--- config.mk ---
export PLATFORM = sky130hd
export DESIGN_NAME = dsp_ram_scraper
export DESIGN_NICKNAME = d
export VERILOG_FILES = /design/src/rtl/dsp_ram_scraper.sv
export SDC_FILE = /design/constraint.sdc
export NUM_CORES = 1
export LEC_CHECK = 0
export BUFFER_PORTS_ARGS = -buffer_cell sky130_fd_sc_hd__buf_2
export CORE_ASPECT_RATIO = 2
export CORE_MARGIN = 1.5
export CORE_UTILIZATION = 60
export CTS_CLUSTER_DIAMETER = 30
export DETAILED_ROUTE_END_ITERATION = 10
export GPL_TIMING_DRIVEN = 0
export PLACE_DENSITY = 0.83
export SLEW_MARGIN = 20
export SYNTH_ARGS = -nofsm -noshare
export SYNTH_HDL_FRONTEND = slang
export SYNTH_SLANG_ARGS = --single-unit
--- constraint.sdc ---
create_clock -name clk -period 6.7 [get_ports clk]
set_clock_uncertainty 0.05 [all_clocks]
set_input_delay 0 -clock clk [delete_from_list [all_inputs] [get_ports clk]]
set_output_delay 0 -clock clk [all_outputs]
set_load 0.02 [all_outputs]
--- src/rtl/dsp_ram_scraper.sv ---
// Streams every byte of the shared display RAM, address 0..WORDS-1, out as a valid/ready
// byte stream. Reads only on cycles the Z80 leaves port A free, covering the 2-cycle read latency.
module dsp_ram_scraper #(
  parameter int ADDR_W = 10,
  parameter int WORDS  = 1024,
  parameter int FIFO_D = 4
) (
  input  logic              clk,
  input  logic              reset,
  input  logic              start,
  input  logic              abort,
  output logic              busy,
  output logic              done,
  input  logic              ram_grant,
  output logic              ram_rd_en,
  output logic [ADDR_W-1:0] ram_ad,
  output logic              ram_oce,
  input  logic [7:0]        ram_dout,
  output logic [7:0]        m_data,
  output logic              m_valid,
  input  logic              m_ready,
  output logic              m_last,
  output logic [1:0]        dbg_state
);

  localparam int CNT_W  = ADDR_W + 1;
  localparam int PTR_W  = (FIFO_D > 1) ? $clog2(FIFO_D) : 1;
  localparam int FCNT_W = $clog2(FIFO_D + 1);
  localparam int OCC_W  = FCNT_W + 1;
  localparam logic [CNT_W-1:0] END_ADDR  = CNT_W'(WORDS);
  localparam logic [CNT_W-1:0] LAST_ADDR = CNT_W'(WORDS - 1);
  localparam logic [PTR_W-1:0] PTR_MAX   = PTR_W'(FIFO_D - 1);
  localparam logic [OCC_W-1:0] CREDITS   = OCC_W'(FIFO_D);

  typedef enum logic [1:0] {
    S_IDLE  = 2'd0,
    S_RUN   = 2'd1,
    S_DRAIN = 2'd2
  } state_t;

  state_t            state_q, state_d;
  logic [CNT_W-1:0]  addr_q, addr_d;
  logic [1:0]        pipe_q, pipe_d;
  logic [1:0]        pipe_last_q, pipe_last_d;
  logic [PTR_W-1:0]  wr_ptr_q, wr_ptr_d;
  logic [PTR_W-1:0]  rd_ptr_q, rd_ptr_d;
  logic [FCNT_W-1:0] fcnt_q, fcnt_d;
  logic              done_q, done_d;
  logic [7:0]        fifo_data_q [FIFO_D];
  logic              fifo_last_q [FIFO_D];

  logic              active;
  logic              kill;
  logic              push;
  logic              pop;
  logic              head_last;
  logic [OCC_W-1:0]  occupancy;

  // Stream handshake: a byte moves when m_valid & m_ready; m_data/m_last hold while stalled.
  assign active    = (state_q != S_IDLE);
  assign kill      = active & abort;
  assign push      = pipe_q[1];
  assign m_valid   = (fcnt_q != '0);
  assign pop       = m_valid & m_ready;
  assign m_data    = fifo_data_q[rd_ptr_q];
  assign head_last = fifo_last_q[rd_ptr_q];
  assign m_last    = m_valid & head_last;
  assign ram_ad    = addr_q[ADDR_W-1:0];
  assign ram_oce   = pipe_q[0];
  assign busy      = active;
  assign done      = done_q;
  assign dbg_state = state_q;

  // A read is only issued when the FIFO can absorb it plus everything already in flight.
  always_comb begin
    occupancy = OCC_W'(fcnt_q) + OCC_W'(pipe_q[0]) + OCC_W'(pipe_q[1]);
    ram_rd_en = (state_q == S_RUN) && ram_grant && (addr_q < END_ADDR) && (occupancy < CREDITS);
  end

  always_comb begin
    state_d = state_q;
    addr_d  = addr_q;
    done_d  = 1'b0;
    case (state_q)
      S_IDLE: begin
        if (start && !abort) begin
          state_d = S_RUN;
          addr_d  = '0;
        end
      end
      S_RUN: begin
        if (ram_rd_en) addr_d = addr_q + 1'b1;
        if (addr_q == END_ADDR) state_d = S_DRAIN;
      end
      S_DRAIN: begin
        if (pop && head_last) begin
          state_d = S_IDLE;
          done_d  = 1'b1;
        end
      end
      default: state_d = S_IDLE;
    endcase
    if (kill) begin
      state_d = S_IDLE;
      done_d  = 1'b0;
    end
  end

  always_comb begin
    pipe_d      = {pipe_q[0], ram_rd_en};
    pipe_last_d = {pipe_last_q[0], ram_rd_en && (addr_q == LAST_ADDR)};
    wr_ptr_d    = wr_ptr_q;
    rd_ptr_d    = rd_ptr_q;
    fcnt_d      = fcnt_q;
    if (push) wr_ptr_d = (wr_ptr_q == PTR_MAX) ? '0 : wr_ptr_q + 1'b1;
    if (pop)  rd_ptr_d = (rd_ptr_q == PTR_MAX) ? '0 : rd_ptr_q + 1'b1;
    if (push && !pop)      fcnt_d = fcnt_q + 1'b1;
    else if (pop && !push) fcnt_d = fcnt_q - 1'b1;
    if (kill) begin
      pipe_d      = '0;
      pipe_last_d = '0;
      wr_ptr_d    = '0;
      rd_ptr_d    = '0;
      fcnt_d      = '0;
    end
  end

  always_ff @(posedge clk) begin
    if (reset) begin
      state_q     <= S_IDLE;
      addr_q      <= '0;
      pipe_q      <= '0;
      pipe_last_q <= '0;
      wr_ptr_q    <= '0;
      rd_ptr_q    <= '0;
      fcnt_q      <= '0;
      done_q      <= 1'b0;
    end else begin
      state_q     <= state_d;
      addr_q      <= addr_d;
      pipe_q      <= pipe_d;
      pipe_last_q <= pipe_last_d;
      wr_ptr_q    <= wr_ptr_d;
      rd_ptr_q    <= rd_ptr_d;
      fcnt_q      <= fcnt_d;
      done_q      <= done_d;
    end
  end

  // Payload storage needs no reset; occupancy is tracked by the pointers and count.
  always_ff @(posedge clk) begin
    if (push && !kill) begin
      fifo_data_q[wr_ptr_q] <= ram_dout;
      fifo_last_q[wr_ptr_q] <= pipe_last_q[1];
    end
  end

endmodule
# --- Word-level counts from Yosys, hierarchy flattened ---
# Memory sizes are Yosys's and may differ from the RTL's. A register that Yosys moved wholly into a read port is not among the register bits.
# Cells that the tools add are included.
# W data, S select, Z words.
totals:
  output_inout_bits: 26
  wordCells: 73
  regBits: 25
  inputBits: 14
  ram_bits: 36
  memories: 2
classes:
  eq_ne: 10
  n_reduce_logical: 22
  addsub: 7
  bitwise: 4
  order_cmp: 2
  mux: 18
mem_list:
  columns: ["memory", "depth", "width", "rd", "rd_ports_with_merged_regs", "wr", "line", "source"]
  rows:
  - ["fifo_data_q", 4, 8, 1, 1, 1, "49", "logic [7:0] fifo_data_q [FIFO_D];"]
  - ["fifo_last_q", 4, 1, 1, 1, 1, "50", "logic fifo_last_q [FIFO_D];"]
op_table:
  columns: ["op", "count"]
  rows:
  - ["$mux W11", 2]
  - ["$pmux W11 S2", 1]
  - ["$mux W2", 9]
  - ["$add A11 B1 Y11 const B", 1]
  - ["$eq A11 B10 Y1 const B", 1]
  - ["$eq A11 B11 Y1 const B", 1]
  - ["$lt A11 B11 Y1 const B", 1]
  - ["$logic_and A1 B1 Y1", 9]
  - ["$eq A2 B2 Y1 const B", 3]
  - ["$mux W3", 2]
  - ["$ne A2 B2 Y1 const B", 3]
  - ["$pmux W2 S3", 1]
  - ["$reduce_and A3 Y1", 2]
  - ["$reduce_bool A2 Y1", 3]
  - ["$add A2 B1 Y2 const B", 2]
  - ["$add A3 B1 Y4", 1]
  - ["$add A4 B1 Y4", 1]
  - ["$logic_not A1 Y1", 4]
  - ["$lt A4 B3 Y1 const B", 1]
  - ["$add A3 B1 Y3 const B", 1]
  - ["$and A1 B1 Y1", 3]
  - ["$mux W1", 3]
  - ["$reduce_bool A3 Y1", 1]
  - ["$reduce_or A3 Y1", 1]
  - ["6 further kinds", 6]

# --- Depth between registers and ports, before layout ---
# Gate-level depths: netlist of run 1.
logic_depth:
  ltp_word: 6
  depth_mapped: 10
  ltp_nobuf: 9

# --- Worst setup path after synthesis of run 1 ---
# No wires, ideal clock.
synth_path:
  path_kind: "register to register"
  startpoint: "reg fcnt_q[0]"
  endpoint: "reg fcnt_q[2]"
  path_stages_with_launch: 11
  setup_slack_ns: 4.447
  setup_ns: 0.128
  n_path_buf: 1
  arrival_ns: 2.075
  required_ns: 6.522
  period_less_slack_ns: 2.253
  path_cell_list: "dfxtp_1 > or3_1 > clkbuf_1 > nand2_1 > ha_1 > inv_1 > fa_1 > xor2_1 > nor2_1 > xnor2_1 > nor2_1"
synth_between:
  elab_chain_len: 5
  elab_cells_between_ends: 10
  cone_classes: "add/sub (2); mux (2); bitwise (1); reduce/logical (5)"
synth_rtl:
  columns: ["element", "line", "source"]
  rows:
  - ["from (decl)", "47", "logic [FCNT_W-1:0] fcnt_q, fcnt_d;"]
  - ["from (signal assigned)", "145", "fcnt_q <= fcnt_d;"]
  - ["$reduce_bool A3 Y1 (*)", "63", "assign m_valid = (fcnt_q != '0);"]
  - ["net m_valid", "20", "output logic m_valid,"]
  - ["$and A1 B1 Y1 (*)", "64", "assign pop = m_valid & m_ready;"]
  - ["$logic_not A1 Y1", "117", "if (push && !pop) fcnt_d = fcnt_q + 1'b1;"]
  - ["$logic_and A1 B1 Y1", "117", null]
  - ["$mux W3 / $reduce_bool A2 Y1 (equally long branches)", null, null]
# Mark *: on every way through the listed nets, which the timed path passes. The rest lies on a longest branch. The select of a mux whose other input is x is not followed.
# A chain may end at the register's enable or synchronous reset.

# --- Final worst setup path of run 1 ---
layout_path:
  startpoint: "reg pipe_q[1]"
  endpoint: "reg addr_q[10]"
layout_between:
  elab_chain_len: 5
layout_rtl:
  columns: ["element", "line", "source"]
  rows:
  - ["from (decl)", "43", "logic [1:0] pipe_q, pipe_d;"]
  - ["from (signal assigned)", "141", "pipe_q <= pipe_d;"]
  - ["$add A4 B1 Y4", "76", "occupancy = OCC_W'(fcnt_q) + OCC_W'(pipe_q[0]) + OCC_W'(pipe_q[1]);"]
  - ["$lt A4 B3 Y1", "77", "ram_rd_en = (state_q == S_RUN) && ram_grant && (addr_q < END_ADDR) && (occupancy < CREDITS);"]
  - ["$logic_and A1 B1 Y1", "77", null]
  - ["$ne A2 B2 Y1 (no line)", null, null]
  - ["$reduce_and A3 Y1 (no line)", null, null]
  - ["to (signal assigned)", "140", "addr_q <= addr_d;"]
  - ["to (decl)", "42", "logic [CNT_W-1:0] addr_q, addr_d;"]
# No other way between the ends.

==> results.md, run 1 <==
Outcome:
- The run finished with clean final reports.

STA:
- The final count of pins violating max slew is 0.
- The worst path uses 35.5% of the clock period.
- For the pin with the worst max-slew slack, the measured transition is 0.951 ns.
- Setup repair after global routing left no endpoint under its margin.
- For the final routed database, the setup TNS stands at 0 ns.
- The highest clock rate is 420 MHz.
- The worst-case headroom to the max-slew limit is 35.7%.
- The final hold violation count was 0.
- The final critical delay including setup and external delays is 2.38 ns.
- The setup slack of the critical path after layout is 4.32 ns.
- Setup violations remaining at the end of the flow were counted as 0.

Finish:
- The post-synthesis to final-layout area growth is 21.3%.
- Cells with a size suffix above 1 make up 27.9% of the layout.
- The repair_antennas step left the layout with diodes totalling 0.
- The finished cells cover 0.00334 sq mm.
- The final layout contains 295 nets.
- The filler cell count in the final layout is 284.
- Leaving out filler cells and counting taps, the final layout contains 330.

Place:
- The final weighted congestion in routability-driven placement is 0.850.
- Counting tap cells, the placed design contains a total of 302 instances.
- The post-placement worst setup slack is 4.39 ns.
- The port buffer count is 39.
- The post-detailed-placement cell area is 0.00302 sq mm.
- The total half-perimeter wirelength after legalization and detailed placement is 3.99 mm.

Worst setup path:
- The critical path goes through ha_1 -> a21oi_1 -> o2111ai_1 -> clkbuf_1 -> a21oi_1 -> o21a_1.
- The count of cells along the worst register-to-register path is 6.
- The slowest stage of the critical path belongs to the cell sky130_fd_sc_hd__o2111ai_1.
- The cell that appears most often on the critical path is sky130_fd_sc_hd__a21oi_1.
- The startpoint class of the critical path is a flop.
- The worst setup path is captured at a flop.
- By startpoint and endpoint, the worst setup path is classified as reg -> reg.
- The delay of the slowest cell on the worst path is 0.63 ns.
- The start of the worst register-to-register path is pipe_q[1].
- For the worst setup path, the data arrival time is 2.56 ns.
- Of all nets on the critical path, the largest fanout is 10.
- In this run the critical register-to-register path is captured at addr_q[10].
- The number of buffers and inverters on the critical path is 1.
- Broken down by cell family, the worst path's largest delay share belongs to compound AO/OA/AOI/OAI gates.
- The slack of the worst reg-to-reg path is 4.32 ns.
- The required time of the critical path is 6.88 ns.

Drt:
- The ratio of routed vias to standard cells is 5.78.
- The first routing iteration left 54 violations.
- The count of nets left with antenna violations once routing finished came out at 0.
- The routed design has 5.56 mm of wire.
- The number of DRC violations after detailed routing is 0.
- The mean routed wirelength per cell is 16.9 microns.
- For this run, the detailed router's first-pass iteration total came to 4.
- The routed layout has 1909 vias.

Floorplan:
- Row generation in the floorplan step produced 34 rows.
- The area of the die is 0.00503 sq mm.
- The core box area is 0.00438 sq mm.
- The starting density of the core is 62.8%.
- The width of the die is 50.9 microns.
- In this run the count of I/O pins placed on the die edge is 40.
- The vertical extent of the die is 98.8 microns.

Synthesis:
- The share of the synthesized area in the top cell type is 39.3%.
- In this run, synthesis inferred 36 flip-flops with an integrated enable.
- After synthesis, flip-flops and latches occupy 58.9% of the total area.
- During synthesis, Yosys emitted a total of 0 warnings.
- After synthesis, the cell types taking the most area are sky130_fd_sc_hd__edfxtp_1 39%, sky130_fd_sc_hd__dfxtp_1 20%, sky130_fd_sc_hd__mux4_2 7.4%.
- The netlist area before placement is 0.00275 sq mm.
- The number of nets handed over by synthesis was 233.
- The netlist uses 38 different library cells.
- Among all flip-flop cells after synthesis, the most frequent one is sky130_fd_sc_hd__edfxtp_1.
- The async set or reset register ratio after synthesis is 0%.
- The number of flip-flops and latches in the synthesized netlist is 63.
- The gate count after technology mapping is 209.
- The biggest area contributor in the post-synthesis netlist is sky130_fd_sc_hd__edfxtp_1.
- Averaged over all synthesized cells, the footprint is 13.2 sq um.

Power and ir drop:
- In this run the power density over the cells is 283 mW/mm^2.
- Overall power consumption after layout is estimated at 945 uW.
- The worst ir drop on vdd is 0.227 mV.
- The leakage power figure is 1.32 nW.

Worst hold path:
- Along the worst hold path, the cell count comes to 4.
- The min-delay analysis places its worst path in the category in -> reg.
- The start point of the worst hold path is start.
- The path with the worst hold slack has its endpoint at addr_q[0].

Global route:
- The via count of the first global-routing pass is 1835.
- The routing layer with the top usage in global route is met2.
- Global routing consumed, on the met2 layer, 47.6% of the routing resources.
- The number of antenna violations at the first check in global routing is 0.
- The largest net degree at the start of global routing is 11.
- Global routing used 25.1% of the available tracks across all layers.
- The met3 usage in global routing is 6.52%.
- The global route total overflow is 0.
- The met1 layer usage reported by global route is 23.5%.
- The global-route wire length before repair is 8.91 mm.

Clocking:
- TritonCTS built the clock tree.
- The CTS sink count is 63.
- The tree is rooted in a sky130_fd_sc_hd__clkbuf_8.
- The number of resized instances in the post-cts repair step is 0.
- The longest clock path from root to sink contains 2 buffers.
- Clock latency on the worst-skew pair, taken at its later pin, is 0.33 ns.
- CTS built an H-tree with a depth of 3.
- The CTS buffer count is 9.
- After clock tree synthesis, the clock-pin slew on the worst setup and hold paths is 0.07 ns.

Run:
- Across the run, the number of max-cap violations was 0.
-- worst max-delay path by stage --
stage	cells past startpoint	slack [ns]	to	start
after floorplan	10	4.45	fcnt_q[2]	fcnt_q[0]
after global placement	6	4.45	addr_q[10]	pipe_q[1]
after detailed placement	6	4.39	addr_q[10]	pipe_q[1]
after CTS	6	4.39	addr_q[2]	pipe_q[1]
after global routing	6	4.21	addr_q[2]	pipe_q[1]
final	6	4.32	addr_q[10]	pipe_q[1]
-- flip-flops by register name (all words and copies together) (netlist names), named ones only --
signal       flops
rd_ptr_q         2
pipe_q           2
pipe_last_q      2
fifo_last_q      4
addr_q          11
wr_ptr_q         2
fcnt_q           3
done             1
dbg_state        2
fifo_data_q     32
-- tightest hold or removal path, cell delays in order --
cell and delay [ns]:
sky130_fd_sc_hd__buf_2 0.11, sky130_fd_sc_hd__nor4b_1 0.20, sky130_fd_sc_hd__nor3_1 0.14, sky130_fd_sc_hd__nor3_1 0.07
-- metrics by stage --
stage                     utilization [%]  hold WS [ns]
after floorplan                         -        0.0273
after global placement               68.8         0.166
after detailed placement             68.8         0.171
after CTS                            76.2         0.192
after global routing                 76.2         0.226
final                                76.2         0.186
-- power breakdown --
| part | switching (mW) | internal (mW) | total [mW] |
|---|---|---|---|
| Sequential | 0.0124 | 0.421 | 0.434 |
| Clock | 0.130 | 0.206 | 0.337 |
| Combinational | 0.0961 | 0.0786 | 0.175 |
| Total | 0.239 | 0.707 | 0.945 |
-- cell usage in the layout (no fill, tap or decap), drive strengths merged, types with 2 or more instances in the layout --
cell          n
nor4          2
mux4          9
nand3         8
nor3          5
inv          10
buf          53
nor4b         3
xor2          2
a2111o        4
dfxtp        27
ha            9
bufinv        2
nor2          9
dlygate4sd3  12
clkbuf       15
edfxtp       36
nand2        16
clkinv        4
o21ai         2
or3           5
and3          6
a21oi         9
o2111ai       5
nand4         3
and4          3
mux2i         5
or4b          2
-- area by class of cell --
| class | instances | area (sq um) | share of cell area (%) |
|---|---|---|---|
| Clock buffer | 11 | 131 | 3.93 |
| Timing Repair Buffer | 51 | 315 | 9.44 |
| Tap cell | 54 | 67.6 | 2.02 |
| Inverter | 11 | 41.3 | 1.24 |
| Buffer | 18 | 129 | 3.86 |
| Sequential cell | 63 | 1620 | 48.6 |
| Multi-Input combinational cell | 117 | 961 | 28.8 |
| Clock inverter | 5 | 72.6 | 2.17 |
-- cells in the mapped netlist, types with 3 or more instances --
library cell,instances
sky130_fd_sc_hd__a2111o_1,4
sky130_fd_sc_hd__a21oi_1,9
sky130_fd_sc_hd__and3_1,6
sky130_fd_sc_hd__and4_1,3
sky130_fd_sc_hd__buf_4,10
sky130_fd_sc_hd__buf_6,3
sky130_fd_sc_hd__clkbuf_1,4
sky130_fd_sc_hd__dfxtp_1,27
sky130_fd_sc_hd__edfxtp_1,36
sky130_fd_sc_hd__ha_1,9
sky130_fd_sc_hd__inv_1,10
sky130_fd_sc_hd__mux2i_1,5
sky130_fd_sc_hd__mux4_2,9
sky130_fd_sc_hd__nand2_1,16
sky130_fd_sc_hd__nand3_1,8
sky130_fd_sc_hd__nand4_1,3
sky130_fd_sc_hd__nor2_1,9
sky130_fd_sc_hd__nor3_1,5
sky130_fd_sc_hd__nor4b_1,3
sky130_fd_sc_hd__o2111ai_1,5
sky130_fd_sc_hd__or3_1,5
-- per-layer routing --
layer | wire length (microns) | part of all wire, %
met1 | 1810 | 33
met2 | 3420 | 62
met3 | 231 | 4.2
met4 | 101 | 1.8
met5 | 0 | 0
-- what timing repair did --
| action | in CTS | in global routing |
|---|---|---|
| hold endpoints to repair | 40 | 0 |
| buffers inserted | 0 | 0 |
| hold buffers | 12 | 0 |
-- kinds of logic after synthesis --
kind of cell | synth area share (%)
buf+inv | 6.18
fa+ha+maj | 4.82
flops | 58.9
xor+xnor | 0.955
mux | 9.18
compound gates | 6.68
simple gates | 13.3
Power figures use the tool's default switching activity.
==> run 2: changes to the inputs <==
CORE_UTILIZATION = 56   (was 60)
PLACE_DENSITY = 0.78   (was 0.83)
clock period = 2.2 ns   (was 6.7 ns; I/O delays follow)
==> run 2 against run 1 <==
Clock-buffer cell count fell by 2. Utilization is 5.6 points lower. Hold slack barely moved. Die area up 6.8%. Combinational power increased to 3.5 times the previous value. Worst setup slack lost 4.2 ns. Global-route usage fell by 0.24 points. Power grew to 3.2 times the previous value. Sequential power increased to 3.1 times the previous value. Sequential share of layout area fell by 0.78 points. Register-to-register slack got worse by 4.2 ns. Non-clock buffer count unchanged. Critical endpoint is now fcnt_q[2]. Largest cell class unchanged.
==> results.md, run 2 (same netlist as run 1, synthesis figures left out) <==
Finish:
- The total inserted antenna cells came to 0 (unchanged).
- The utilization after layout is 70.6% (was 76.2%).
- The ratio of cells with drive above 1 in the final layout came to 33.0% (was 27.9%).
- The register ranked first by flip-flop count is fifo_data_q (unchanged).
- The post-synthesis to final-layout area growth is 23.7% (was 21.3%).
- Most used cells in the layout excluding fill and tap cells: 40 x sky130_fd_sc_hd__buf_2, 36 x sky130_fd_sc_hd__edfxtp_1, 25 x sky130_fd_sc_hd__dfxtp_1 (was 40 x sky130_fd_sc_hd__buf_2, 36 x sky130_fd_sc_hd__edfxtp_1, 27 x sky130_fd_sc_hd__dfxtp_1).
- The flip-flop count of the largest register, all copies and words added was 32 (unchanged).
- The final net count is 295 (unchanged).
- The footprint of the multi-input gates is 0.00100 sq mm (was 961 sq um).
- Biggest registers after layout: fifo_data_q: 32 flops, addr_q: 11 flops, fifo_last_q: 4 flops (unchanged).
- The most common library cell in the layout ignoring fill and taps is sky130_fd_sc_hd__buf_2 (unchanged).
- The filler cell count in the final layout was 336 (was 284).
- The register area was 0.00163 sq mm (was 0.00162 sq mm).

STA:
- The worst-case headroom to the max-slew limit is 57.2% (was 35.7%).
- The final critical delay including setup and external delays is 2.11 ns (was 2.38 ns).
- The highest clock rate is 474 MHz (was 420 MHz).
- The total of endpoints with negative setup slack in the final report is 0 (unchanged).
- The setup slack of the critical path after layout is 0.0923 ns (was 4.32 ns).
- The final count of pins violating max slew is 0 (unchanged).
- The transition at the pin with the smallest max-transition slack came to 0.641 ns (was 0.951 ns).
- The ratio of final minimum period to clock period was 95.8% (was 35.5%).
- The final hold violation count is 0 (unchanged).

Floorplan:
- The number of rows in the core area is 36 (was 34).
- The area of the die is 0.00537 sq mm (was 0.00503 sq mm).
- The starting density of the core was 57.1% (was 62.8%).
- The vertical extent of the die is 102 microns (was 98.8 microns).
- The width of the die is 52.6 microns (was 50.9 microns).
- The I/O pin count came to 40 (unchanged).
- The core box area was 0.00482 sq mm (was 0.00438 sq mm).

Worst setup path:
- The arrival time of data at the critical path endpoint came to 2.27 ns (was 2.56 ns).
- The cell with the biggest individual delay on the critical path is sky130_fd_sc_hd__or3_4 (was sky130_fd_sc_hd__o2111ai_1).
- The class of the most critical setup path is reg -> reg (unchanged).
- The family of cells with the greatest summed delay on the critical path is simple AND/OR/NAND/NOR gates (was compound AO/OA/AOI/OAI gates).
- The most frequent cell on the critical path is sky130_fd_sc_hd__nor2_1 (was sky130_fd_sc_hd__a21oi_1).
- The number of buffers and inverters on the critical path is 2 (was 1).
- The delay of the slowest cell on the worst path is 0.38 ns (was 0.63 ns).
- The critical path endpoint category is a flop (unchanged).
- Critical-path cell list: or3_4 -> buf_6 -> nand2_4 -> ha_4 -> inv_1 -> fa_2 -> xor2_1 -> nor2_1 -> xnor2_1 -> nor2_1 (was ha_1 -> a21oi_1 -> o2111ai_1 -> clkbuf_1 -> a21oi_1 -> o21a_1).
- The slack of the worst reg-to-reg path came to 0.09 ns (was 4.32 ns).
- The startpoint class of the critical path is a flop (unchanged).
- The highest net fanout along the worst path came to 5 (was 10).
- The required time of the critical path was 2.36 ns (was 6.88 ns).

Global route:
- The met3 usage in global routing is 6.73% (was 6.52%).
- The number of antenna violations at the first check in global routing is 0 (unchanged).
- The global-route usage over all layers came to 24.8% (was 25.1%).
- The global route total overflow is 0 (unchanged).
- The met1 layer usage reported by global route is 23.3% (was 23.5%).
- The global-route wire length before repair is 9.24 mm (was 8.91 mm).
- The routing layer with the top usage in global route is met2 (unchanged).
- The largest net degree at the start of global routing is 12 (was 11).
- The via count of the first global-routing pass was 1965 (was 1835).
- The met2 track utilization from global routing is 45.4% (was 47.6%).

Drt:
- The first-pass detailed-route iteration total is 4 (unchanged).
- The number of routed nets with antenna violations is 0 (unchanged).
- The mean routed wirelength per cell is 17.6 microns (was 16.9 microns).
- The total vias in the final route is 1898 (was 1909).
- The number of DRC violations after detailed routing is 0 (unchanged).
- The total length of routed wires is 5.87 mm (was 5.56 mm).
- The ratio of routed vias to standard cells came to 5.70 (was 5.78).
- The DRC marker count from the first detailed-route iteration is 39 (was 54).

Clocking:
- The clock tree from TritonCTS is built (unchanged).
- The clock tree buffer depth came to 2 (unchanged).
- The clock transition at the registers of the reported paths is 0.07 ns (about the same).
- The CTS sink count is 63 (unchanged).
- The root buffer selected by CTS is sky130_fd_sc_hd__clkbuf_8 (unchanged).
- The level count of the clock H-tree came to 3 (unchanged).
- The CTS buffer count came to 9 (unchanged).
- The clock latency on the worst-skew pair is 0.33 ns (about the same).

Power and ir drop:
- The worst ir drop on vdd is 0.711 mV (was 0.227 mV).
- The cell area power density is 882 mW/mm^2 (was 283 mW/mm^2).
- The leakage power figure was 1.34 nW (was 1.32 nW).

Worst hold path:
- The class of the most critical hold timing path is in -> reg (unchanged).

Outcome:
- Outcome: finished, final reports clean (unchanged).

Place:
- The port buffer count is 39 (unchanged).
- The final weighted congestion in routability-driven placement is 0.850 (about the same).
- The post-placement worst setup slack is -0.157 ns (was 4.39 ns).
- The total half-perimeter wirelength after legalization and detailed placement was 4.26 mm (was 3.99 mm).

Run:
- The max-capacitance violation count is 0 (unchanged).
## run 2: cell count changes in the layout (fill, tap and decap cells not counted), sizes merged
cell      delta
clkbuf       -3
buf          +1
clkinv       +1
clkinvlp     +1
## run 2: worst paths after layout
check,from,end,cells after the start
setup reg to reg,fcnt_q[0],fcnt_q[2],10
setup / recovery,fcnt_q[0],fcnt_q[2],10
hold / removal,ram_grant,addr_q[9],4
hold reg to reg,pipe_last_q[0],pipe_last_q[1],1
## run 2: cell type report
class | count | share of cell area [%]
well taps | 57 | 2.09
inverters | 11 | 1.21
clock inverters | 7 | 2.57
multi-input cells | 117 | 29.4
repair buffers | 51 | 9.26
plain buffers | 18 | 4.04
flip-flops and latches | 63 | 47.8
clock buffers | 9 | 3.64
## run 2: repair_timing
item | CTS | global route
pin swaps | 1 | 4
hold buffers | 12 | 0
resized for setup | 7 | 7
setup endpoints to repair | 11 | 12
endpoints found under the hold margin | 42 | 0
setup buffers | 0 | 0
cloned | 0 | 0
## run 2: metal layers
layer	up-vias	routed length (microns)
met5	-	0
met4	0	198
met3	16	178
met2	58	3440
met1	914	2050
li1	910	-
## run 2: worst register-to-register path, delay by kind of cell, from the launching register on
kind / cells / cell delay [ns]
adders and majority gates: 2 / 0.47
buffers and inverters: 2 / 0.19
xor gates and xnor gates: 2 / 0.28
and+or+nand+nor: 4 / 0.63
DFF: 1 / 0.37
## run 2: power by group
part	internal, mW	total (mW)	leakage [nW]	switching, mW
clock network	0.629	1.06	0.109	0.428
registers	1.29	1.33	0.541	0.0410
logic	0.293	0.619	0.696	0.326
total	2.21	3.00	1.34	0.794
## run 2: per-stage QoR
step	total power [mW]	std cells	setup TNS, ns	hold slack, ns	instance area (sq um)
after floorplan	1.74	209	0	0.0273	2760
after global placement	1.86	305	-0.253	0.164	3020
after detailed placement	1.88	305	-0.576	0.173	3020
after CTS	2.99	333	0	0.161	3380
after global routing	3.14	333	-0.00630	0.196	3400
final	3.00	333	0	0.186	3400
